===== src/rtl/filt_sample_sequencer.sv =====
// Sample sequencer in front of the filters block: FIFO-buffers XADC samples, runs one filter
// operation per sample and emits each result as a one-cycle strobe. Optional watchdog: FILT_SEQ_TIMEOUT_EN.
module filt_sample_sequencer #(
  parameter int XADC_DATA_SIZE  = 16,
  parameter int FIFO_ADDR_SIZE  = 4,
  parameter int START_PULSE_LEN = 2,
  parameter int TIMEOUT_CYCLES  = 4096
) (
  input  logic                      clk,
  input  logic                      rstn,
  input  logic                      en,
  input  logic                      adc_valid,
  input  logic [XADC_DATA_SIZE-1:0] adc_data,
  output logic                      filt_start,
  output logic [XADC_DATA_SIZE-1:0] input_val,
  input  logic                      filt_done,
  input  logic [XADC_DATA_SIZE-1:0] filt_result,
  output logic                      out_valid,
  output logic [XADC_DATA_SIZE-1:0] out_data,
  output logic [FIFO_ADDR_SIZE:0]   fifo_level,
  output logic [15:0]               ovf_cnt,
  output logic                      busy,
  output logic                      timeout_err
);

  localparam int DEPTH = 2 ** FIFO_ADDR_SIZE;
  localparam int CNT_W = $clog2(START_PULSE_LEN + 1);

  typedef enum logic [1:0] {S_IDLE, S_START, S_WAIT} state_t;

  state_t                    state;
  logic [XADC_DATA_SIZE-1:0] mem [DEPTH];
  logic [FIFO_ADDR_SIZE-1:0] wr_ptr, rd_ptr;
  logic [CNT_W-1:0]          pulse_cnt;
  logic                      done_q, done_pend;
  logic                      full, pop, push, drop, done_rise;

  assign full      = (fifo_level == (FIFO_ADDR_SIZE + 1)'(DEPTH));
  assign pop       = (state == S_IDLE) && en && (fifo_level != '0);
  // A full FIFO still accepts a sample when a pop frees a slot in the same cycle.
  assign push      = adc_valid && (!full || pop);
  assign drop      = adc_valid && !push;
  assign done_rise = filt_done && !done_q;
  assign busy      = (state != S_IDLE);

  // NOTE: sample storage has no reset; only pointers and level define validity.
  always_ff @(posedge clk) begin
    if (push) mem[wr_ptr] <= adc_data;
  end

  // NOTE: all sequential state uses non-blocking assignments so every reader sees pre-edge values.
  always_ff @(posedge clk or negedge rstn) begin
    if (!rstn) begin
      wr_ptr     <= '0;
      rd_ptr     <= '0;
      fifo_level <= '0;
      ovf_cnt    <= '0;
      done_q     <= 1'b0;
    end else begin
      done_q <= filt_done;
      if (push) wr_ptr <= wr_ptr + 1'b1;
      if (pop)  rd_ptr <= rd_ptr + 1'b1;
      if (push && !pop)      fifo_level <= fifo_level + 1'b1;
      else if (pop && !push) fifo_level <= fifo_level - 1'b1;
      if (drop && ovf_cnt != 16'hFFFF) ovf_cnt <= ovf_cnt + 16'd1;
    end
  end

`ifdef FILT_SEQ_TIMEOUT_EN
  localparam int TO_W = $clog2(TIMEOUT_CYCLES) + 1;
  logic [TO_W-1:0] wait_cnt;
`else
  assign timeout_err = 1'b0;
`endif

  always_ff @(posedge clk or negedge rstn) begin
    if (!rstn) begin
      state       <= S_IDLE;
      filt_start  <= 1'b0;
      input_val   <= '0;
      out_valid   <= 1'b0;
      out_data    <= '0;
      pulse_cnt   <= '0;
      done_pend   <= 1'b0;
`ifdef FILT_SEQ_TIMEOUT_EN
      wait_cnt    <= '0;
      timeout_err <= 1'b0;
`endif
    end else begin
      out_valid <= 1'b0;
`ifdef FILT_SEQ_TIMEOUT_EN
      if (!en) timeout_err <= 1'b0;
`endif
      case (state)
        S_IDLE: begin
          done_pend <= 1'b0;
          if (pop) begin
            // Read-first: a same-cycle push to this slot cannot disturb the popped value.
            input_val  <= mem[rd_ptr];
            filt_start <= 1'b1;
            pulse_cnt  <= CNT_W'(1);
            state      <= S_START;
          end
        end
        S_START: begin
          if (done_rise) done_pend <= 1'b1;
          if (pulse_cnt == CNT_W'(START_PULSE_LEN)) begin
            filt_start <= 1'b0;
`ifdef FILT_SEQ_TIMEOUT_EN
            wait_cnt   <= '0;
`endif
            state      <= S_WAIT;
          end else begin
            pulse_cnt <= pulse_cnt + CNT_W'(1);
          end
        end
        S_WAIT: begin
          if (done_rise || done_pend) begin
            out_data  <= filt_result;
            out_valid <= 1'b1;
            done_pend <= 1'b0;
            state     <= S_IDLE;
          end
`ifdef FILT_SEQ_TIMEOUT_EN
          else if (wait_cnt == TO_W'(TIMEOUT_CYCLES - 1)) begin
            timeout_err <= 1'b1;
            state       <= S_IDLE;
          end else begin
            wait_cnt <= wait_cnt + TO_W'(1);
          end
`endif
        end
        default: state <= S_IDLE;
      endcase
    end
  end

endmodule


===== config.mk =====
export PLATFORM = sky130hd
export DESIGN_NAME = filt_sample_sequencer
export DESIGN_NICKNAME = d
export VERILOG_FILES = /design/src/rtl/filt_sample_sequencer.sv
export SDC_FILE = /design/constraint.sdc
export NUM_CORES = 1
export LEC_CHECK = 0
export ABC_AREA = 1
export CAP_MARGIN = 10
export CORE_AREA = 2 2 193 195
export CTS_BUF_LIST = sky130_fd_sc_hd__clkbuf_4 sky130_fd_sc_hd__clkbuf_8 sky130_fd_sc_hd__clkbuf_16
export DETAILED_ROUTE_END_ITERATION = 8
export DIE_AREA = 0 0 195 197
export PLACE_DENSITY = 0.56
export SLEW_MARGIN = 10
export SYNTH_ARGS = -nofsm -noshare
export SYNTH_HDL_FRONTEND = slang
export SYNTH_SLANG_ARGS = --single-unit

===== constraint.sdc =====
create_clock -name clk -period 3.6 [get_ports clk]
set_clock_uncertainty 0.15 [all_clocks]
set_input_delay 0.54 -clock clk [delete_from_list [all_inputs] [get_ports clk]]
set_output_delay 0.54 -clock clk [all_outputs]
set_load 0.05 [all_outputs]

# Word-level counts from Yosys, hierarchy flattened
# Memories as Yosys holds them, arrays and structs flattened. A register that Yosys moved wholly into a read port is not among the register bits.
# Index checks and enable logic that the tools add are counted.
totals:
  inputBits: 37
  n_memories: 1
  word_cells: 73
  register_bits: 53
  mem_bits_rw: 256
  out_inout_bits: 57
classes:
  n_eq_ne: 10
  addsub: 6
  n_reduce_logical: 27
  n_mux: 18
memory_table:
  columns: ["name", "words", "word_bits", "read_ports", "rd_clocked_by_memory_dff", "wr", "line", "source"]
  rows:
  - ["mem", 16, 16, 1, 1, 1, "32", "logic [XADC_DATA_SIZE-1:0] mem [DEPTH];"]
ops:
  columns: ["cell", "count"]
  rows:
  - ["16-bit by 1-bit adder with 16-bit output (second input constant)", 1]
  - ["16-bit inequality test (second input constant)", 1]
  - ["3-bit AND reduction", 4]
  - ["5-bit 2-to-1 mux", 2]
  - ["2-bit inequality test (second input constant)", 5]
  - ["4-bit by 1-bit adder with 4-bit output (second input constant)", 2]
  - ["1-bit logical AND", 8]
  - ["1-bit 2-to-1 mux", 8]
  - ["2-bit 2-to-1 mux", 4]
  - ["2-bit case mux with 3 select lines", 1]
  - ["2-bit nonzero test", 3]
  - ["5-bit by 1-bit adder with 5-bit output (second input constant)", 1]
  - ["5-bit equality test (second input constant)", 1]
  - ["1-bit logical NOT", 5]
  - ["5-bit nonzero test", 1]
  - ["5-bit by 1-bit subtractor with 5-bit output (second input constant)", 1]
  - ["2-bit equality test (second input constant)", 2]
  - ["2-bit case mux with 2 select lines", 1]
  - ["2-bit AND reduction", 2]
  - ["1-bit case mux with 3 select lines", 1]
  - ["3-bit nonzero test", 1]
  - ["2-bit by 1-bit adder with 2-bit output (second input constant)", 1]
  - ["2-bit by 1-bit equality test with 1-bit output (second input constant)", 1]
  - ["2-bit logical NOT", 1]
  - ["2 further kinds", 3]

# Logic depth before layout (Yosys ltp)
logic_depth:
  ltp_word: 9
  depth_mapped: 15

# Worst setup path before layout
# OpenSTA, ideal clock, no wires.
synth_timing:
  path_kind: "register to register"
  startpoint: "register fifo_level[2]"
  endpoint: "register fifo_level[4]"
  arrival_ps: 2600
  synth_period_minus_slack_ps: 2871
  path_slack_ps: 729
  stages_incl_launch_ff: 15
  n_path_buf: 2
  cell_sequence: "dfrtp_1 > clkinv_1 > nand4_1 > nand2_1 > buf_4 > buf_2 > ha_1 > inv_1 > ha_1 > a21oi_1 > o21ai_0 > a21oi_1 > o21ai_0 > nand2_1 > nand2_1"
synth_between:
  elab_chain_len: 7
synth_lines:
  columns: ["element", "line", "source"]
  rows:
  - ["from (decl)", "20", "output logic [FIFO_ADDR_SIZE:0] fifo_level,"]
  - ["from (signal assigned)", "63", "if (push && !pop) fifo_level <= fifo_level + 1'b1;"]
  - ["from (signal assigned)", "64", "else if (pop && !push) fifo_level <= fifo_level - 1'b1;"]
  - ["branches (longest 7 deep; another with 5-bit by 1-bit subtractor with 5-bit output)", null, null]
# Several ways; the timed one is not identified. The select of a mux whose other input is x is not followed.
# A chain may end at the register's enable or synchronous reset.

==> results.cfg <==
[critical_path]
max_stage_delay_ps = 730
critPathMaxFanout = 58
crit_chain = inv_4 > buf_4 > nand2_1 > nand2_1 > nand2_1 > nand3_1 > nand3_1 > nand2_1 > nand2_1 > nand2_1
critPathRequiredTime_ps = 3890
crit_family = buffers and inverters
critPathCaptureType = flop
criticalPathCategory = reg -> reg
critPathBufInv = 2
path_common_cell = nand2_1
arrival_ps = 3010
slowest_stage = dfrtp_4
startpoint_type = flop

[floorplanning]
rows = 70
start_util_pct = 39.5
die_area_mm2 = 0.0384
die_h_um = 197
core_mm2 = 0.0363
ios = 94
die_w_um = 195

[layout]
drive_gt1_share_pct = 8.80
final_common_cell = nand2_1
diodes = 0
syn2layout_area_growth_pct = 18.4
fin_nets = 1603
fillers = 3445
final_area_mm2 = 0.0170
final_cell_mix = 514 x nand2_1, 256 x edfxtp_1, 223 x inv_1, 202 x nand3_1, 91 x clkdlybuf4s50_1

[routing]
ant_nets = 0
drt-initial-drc-count = 805
via_per_inst = 4.78
first_pass_iters = 7
wire_per_inst_um = 16.8
num_vias = 9793
wirelength_mm = 34.3
drc = 0

[synthesis]
seq_area_frac_synth_pct = 65.7
synth-seq-cells = 325
syn-num-nets = 1501
yosys_warnings = 0
netlist_instances = 1451
mappedNetlistArea_mm2 = 0.0143
yosysUniqueCellTypes = 29
syn_area_per_cell_um2 = 9.87

[sta]
clock.fmax_ghz = 0.369
period_share_pct = 75.3
rsz0062_at_grt = no
tns_ps = 0
setup_violations = 0
fin_crit_ps = 2710
worst_slew_pin_slew_ps = 928
max-slew-margin-rel_pct = 38.1
drv_slew = 0
whs_ps = 10.9
hold_viol = 0

[cts]
h-tree-depth = 2
cts-buffers-inserted = 37
cts_resized = 0
clkSinkCount = 325
cts_tree = yes
clock_latency_ps = 510
holdBufCountCts = 0
clk_pin_slew_ps = 60
clockBufferDepth = 3
postCtsSetupBuffers = 0
cts_root_buffer = clkbuf_16

[global_route]
grt_max_degree = 70
antenna_found_initial = 1
track_usage_pct = 18.2
grt_pass1_vias = 9524
gr-total-overflow = 0
grt_pass1_wl_mm = 54.1

[pwr]
peakVddDrop_uv = 312
powerDensity_mw_per_mm2 = 816
power.leakage_nw = 7.46

[placed_design]
port_buffers = 92
place.gp.congestion = 0.842
postPlaceCellArea_mm2 = 0.0158
post-dp-hpwl_mm = 22.0

[run]
max-cap-violations = 0

[hold_path]
hold_path.class = in -> async

[outcome]
status = finished, final reports clean
cell families (layout without fill, tap and decap cells):
kind of cell	after synthesis	count (layout)	share of synthesized area, %
DFF	325	325	65.7
AOI/OAI and AO/OA	30	30	1.28
other	1	1	0.0262
buffers and inverters	296	425	8.36
xor gates and xnor gates	17	17	1.04
adders and majority gates	13	13	1.19
and+or+nand+nor	769	769	22.4
metrics by stage:
step	power (mW)	setup WS (ps)	util, %	cells
floorplan	8.60	729	-	1451
global placement	10.4	534	43.7	1982
detailed placement	10.4	559	43.7	1982
CTS	14.0	930	46.8	2048
global route	14.7	715	46.8	2048
finish	13.8	888	46.8	2048
layout make-up:
| class | instances | area (µm²) | share of cell area (%) |
|---|---|---|---|
| Sequential cell | 325 | 9420 | 55.5 |
| Multi-Input combinational cell | 830 | 3750 | 22.1 |
| Timing Repair Buffer | 126 | 1200 | 7.06 |
| Clock buffer | 48 | 1020 | 6.02 |
| Inverter | 233 | 877 | 5.17 |
| Tap cell | 468 | 586 | 3.45 |
| Clock inverter | 18 | 113 | 0.664 |
worst reg2reg max path, cell delays in order (launching register included):
cell	delay [ps]
dfrtp_4	730
inv_4	590
buf_4	400
nand2_1	70
nand2_1	80
nand2_1	60
nand3_1	70
nand3_1	90
nand2_1	220
nand2_1	110
nand2_1	80
where the power goes:
part | internal, mW | switching [mW]
clock | 2.07 | 1.44
combinational | 1.60 | 3.69
sequential | 4.65 | 0.397
state kept, by name, indices dropped and copies added (netlist names), 4 cells and up:
register	cells
mem	256
fifo_level	5
rd_ptr	4
wr_ptr	4
input_val	16
ovf_cnt	16
out_data	16
per-layer routing:
metal  part of all wire (%)  routed length (µm)  global-route usage (%)
met1                     45               15500                    24.5
met2                     47               16000                    29.4
met3                    5.0                1710                    3.03
met4                    3.2                1100                    7.24
met5                  0.023                   8                       0
cell usage after synthesis:
cell type  number  area share (%)
buf_6           2            0.16
nor2_2          1           0.044
conb_1          1           0.026
nand3_1       202             7.1
nor2_4          2            0.16
o211ai_1        1           0.052
o21ai_0        16            0.56
nor3_2          2            0.14
nand2_2         5            0.22
xor2_1         13            0.79
inv_1         224             5.9
edfxtp_1      256              54
inv_2           7            0.18
nand2_1       514              13
buf_4           6            0.31
o21ai_2         8            0.49
xnor2_1         4            0.24
ha_1           12             1.0
nor2_1         33            0.86
a21oi_1         5            0.17
nand4_1         4            0.17
clkinv_1        2           0.052
fa_1            1            0.14
buf_2          39             1.4
clkbuf_1       11            0.29
nand3_2         2            0.14
dfrtp_1        69              12
buf_1           5            0.13
nor3_1          4            0.14
worst paths after layout:
| kind | slack (ps) | end | from | cells past startpoint |
|---|---|---|---|---|
| max in group asynchronous | 2600 | rd_ptr[0] | rstn | 1 |
| min in group clk | 330 | out_data[0] | out_data[0] | 2 |
| hold / removal | 10 | out_data[6] | rstn | 1 |
| setup reg to reg | 890 | input_val[9] | rd_ptr[0] | 10 |
| hold reg to reg | 330 | out_data[0] | out_data[0] | 2 |
| setup / recovery | 890 | input_val[9] | rd_ptr[0] | 10 |
Note: power is estimated with default switching activity, not from simulation.
